$ cat config.mk
export PLATFORM = sky130hd
export DESIGN_NAME = v74x163_wide
export DESIGN_NICKNAME = d
export VERILOG_FILES = /design/src/rtl/v74x163_wide.sv
export SDC_FILE = /design/constraint.sdc
export NUM_CORES = 1
export LEC_CHECK = 0
export ABC_AREA = 1
export BUFFER_PORTS_ARGS = -buffer_cell sky130_fd_sc_hd__buf_2
export CAP_MARGIN = 20
export CORE_AREA = 3 3 40 42
export DETAILED_ROUTE_END_ITERATION = 6
export DIE_AREA = 0 0 43 45
export PLACE_DENSITY = 0.64
export SLEW_MARGIN = 20
export SYNTH_ARGS = -nofsm -noshare
export SYNTH_HDL_FRONTEND = slang
export SYNTH_SLANG_ARGS = --single-unit
$ cat constraint.sdc
create_clock -name clk -period 1.2 [get_ports clk]
set_input_delay 0.24 -clock clk [delete_from_list [all_inputs] [get_ports clk]]
set_output_delay 0.24 -clock clk [all_outputs]
set_load 0.02 [all_outputs]
$ cat src/rtl/v74x163_wide.sv
// Parameterised synchronous up/down counter in the style of a 74x163, with a
// programmable terminal count, wrap pulse and sticky out-of-range-load flag.
module v74x163_wide #(
    parameter int               WIDTH     = 4,
    parameter logic [WIDTH-1:0] MAX_COUNT = {WIDTH{1'b1}}
) (
    input  logic             clk,
    input  logic             clr_n,
    input  logic             load_n,
    input  logic             enp,
    input  logic             ent,
    input  logic             up,
    input  logic [WIDTH-1:0] d,
    output logic [WIDTH-1:0] q,
    output logic             rco,
    output logic             wrap,
    output logic             load_err
);

    localparam logic [WIDTH-1:0] ONE  = {{(WIDTH-1){1'b0}}, 1'b1};
    localparam logic [WIDTH-1:0] ZERO = '0;

    logic [WIDTH-1:0] count_q, count_d;
    logic             wrap_q, wrap_d;
    logic             err_q, err_d;

    // Priority below clear: load, then count (both enables), else hold.
    always_comb begin
        count_d = count_q;
        wrap_d  = 1'b0;
        err_d   = err_q;
        if (!load_n) begin
            if (d > MAX_COUNT) begin
                count_d = MAX_COUNT;
                err_d   = 1'b1;
            end else begin
                count_d = d;
            end
        end else if (enp && ent) begin
            if (up) begin
                if (count_q == MAX_COUNT) begin
                    count_d = ZERO;
                    wrap_d  = 1'b1;
                end else begin
                    count_d = count_q + ONE;
                end
            end else begin
                if (count_q == ZERO) begin
                    count_d = MAX_COUNT;
                    wrap_d  = 1'b1;
                end else begin
                    count_d = count_q - ONE;
                end
            end
        end
    end

    always_ff @(posedge clk) begin
        if (!clr_n) begin
            count_q <= ZERO;
            wrap_q  <= 1'b0;
            err_q   <= 1'b0;
        end else begin
            count_q <= count_d;
            wrap_q  <= wrap_d;
            err_q   <= err_d;
        end
    end

    // Carry out ignores enp so a cascade can gate on the upstream stage's T path.
    assign rco      = ent & ((up & (count_q == MAX_COUNT)) | (~up & (count_q == ZERO)));
    assign q        = count_q;
    assign wrap     = wrap_q;
    assign load_err = err_q;

endmodule
==> results_dict.tcl <==
set metrics [dict create \
    setup_viol 4 \
    grt-ovfl-total 0 \
    synth_xor_area_frac 0.0213 \
    p_leak_uw 0.000321 \
    synthSimpleGateAreaFrac 0.338 \
    cts_tree "built" \
    drc 0 \
    cts_buffers 3 \
    clockRootBuffer "clkbuf_4" \
    min_period_ps 1510 \
    diodes 0 \
    rows 13 \
    worstPathRequired_ps 960 \
    syn_area_um2 410 \
    ios 17 \
    grt_max_degree 7 \
    cellPowerDensity_mw_per_mm2 927 \
    clock.fmax_mhz 661 \
    start_util 0.319 \
    drt_iter0_markers 9 \
    gp_congestion 0.822 \
    dpl.hpwl_um 892 \
    fin_worst_skew_ps 4.84 \
    irDropWorstVdd_v 0.000527 \
    syn_avg_cell_area_um2 6.73 \
    ys_ff_latch 5 \
    clk_path_buf_depth 2 \
    worstSetupEndpointType "primary output" \
    seq_area_frac_synth 0.244 \
    antenna_found_initial 0 \
    port_buffers 15 \
    vias 505 \
    slew_viol_final 0 \
    routed_wl_mm 1.27 \
    ys_types 20 \
    slowest_delay_ps 360 \
    dr.pass1.iters 4 \
    layout_common_cells "buf_2 (13), nand2_1 (12), buf_4 (11)" \
    synth_area_leaders "dfxtp_1 (24%), nand2_1 (13%), a21oi_2 (8.5%)" \
    stdcell_count 105 \
    place_inst 98 \
    htree_levels 1 \
    die_y_um 45 \
    die_width_um 43 \
    violations "setup timing" \
    area_delta_synth_final_pct 66.5 \
    synthMuxAreaShare 0 \
    yosysWarnings 0 \
    arrival_ps 1270 \
    cap_violations 0 \
    synth_top_family_by_area "simple AND/OR/NAND/NOR gates" \
    syn-num-nets 73 \
    fp.dieArea_mm2 0.00194 \
    clk_latency_ps 260 \
    multi_input_area_um2 297 \
    cts_sinks 5 \
    top_layer "met4" \
    worstHoldPathType "input port to flip-flop" \
    min_period_over_period 1.26 \
    yosys.area_share.adder 0.0610 \
    critPathKind "flip-flop to primary output" \
    grt_pass1_vias 532 \
    worst_path_dominant_cell_family "flip-flops" \
    final_common_cell "buf_2" \
    cp_slowest_cell "dfxtp_4" \
    rsz0062_at_grt "true" \
    ant_nets 0 \
    met3_length_um 78 \
    wl_met2_um 675 \
    hold_ws_ps 250 \
    grt_use_total 0.156 \
    ctsHoldBuffers 0 \
    startpoint_type "flip-flop" \
    vias_per_cell 4.81 \
    synth_top_area_frac 0.244 \
    dp_slack_ps -129 \
    nFillCells 128 \
    finalHoldViolations 0 \
    synth_top_area_cell "dfxtp_1" \
    fin_nets 103 \
    path_cells "inv_4 -> ha_4 -> inv_2 -> nor3_2 -> o21ai_2 -> nor2_2 -> buf_6" \
    setup_slack_ps -312 \
    met1_length_um 470 \
    drive_above_1_share 0.611 \
    core_mm2 0.00128 \
    path_max_fanout 3 \
    crit_buf_inv 3 \
    clk_pin_slew_ps 40 \
    wire_per_inst_um 12.1 \
    grt_pass1_wl_mm 2.13 \
    regArea_um2 109 \
    postSynthCellCount 61 \
    synth-compound-area-share 0.168 \
    outcome "complete, but fails checks" \
]
kinds of logic after synthesis:
group / count (synthesis)
adders and majority gates: 2
and+or+nand+nor: 29
AOI/OAI and AO/OA: 10
xor gates and xnor gates: 1
other: 1
DFF: 5
buffers and inverters: 13
flip-flops by register name, summed over array words and instances (netlist names):
name and flops:
q 4, wrap 1
routing by layer:
layer  global-route usage  vias up
li1                     -      256
met1                0.135      227
met2                0.284       16
met3               0.0637        6
met4                0.120        0
met5                    0        -
where the power goes:
group	internal [µW]	switching, µW
sequential	177	16.2
combinational	110	121
clock	126	81.8
total	414	219
final timing paths:
kind	startpoint	to	slack, ps	depth (start not counted)
worst min register to register	q[3]	wrap	630	4
worst max-delay path	q[0]	rco	-310	7
worst min-delay path	d[1]	q[1]	250	3
worst max register to register	q[0]	q[2]	-30	8
through the flow:
stage / utilization / setup TNS, ps / total power, µW / cell area, µm²
after floorplan: - / -104 / 317 / 444
after global placement: 0.457 / -170 / 390 / 587
after detailed placement: 0.457 / -208 / 395 / 587
after CTS: 0.538 / -384 / 636 / 692
after global routing: 0.532 / -603 / 664 / 683
final: 0.532 / -378 / 633 / 683
Yosys cell counts, drive strengths merged:
library cell and number:
ha 2, conb 1, a31oi 3, a21oi 4
xnor2 1, nor2 4, inv 10, clkinv 1
buf 2, dfxtp 5, nor3 2, nand2 15
nand3 6, nand4 2, o21ai 3
cell type report:
cell class	count	share of cell area
Multi-Input combinational cell	43	0.434
Timing Repair Buffer	27	0.266
Sequential cell	5	0.159
Inverter	11	0.0751
Clock buffer	4	0.0385
Tap cell	15	0.0275
worst reg2reg max path, cell delays in order (launching register included):
cell and delay, ps:
dfxtp_4 360, inv_4 60, ha_4 130, inv_2 40
buf_4 110, o21ai_1 180, a21oi_2 80, o21ai_1 70
a31oi_1 80
what timing repair did:
action                     CTS  global route
pin swaps                    8             3
cloned                       0             0
setup buffers                4             1
gates resized for setup     12             2
setup endpoints to repair    4             5
Note: power is estimated with default switching activity, not from simulation.
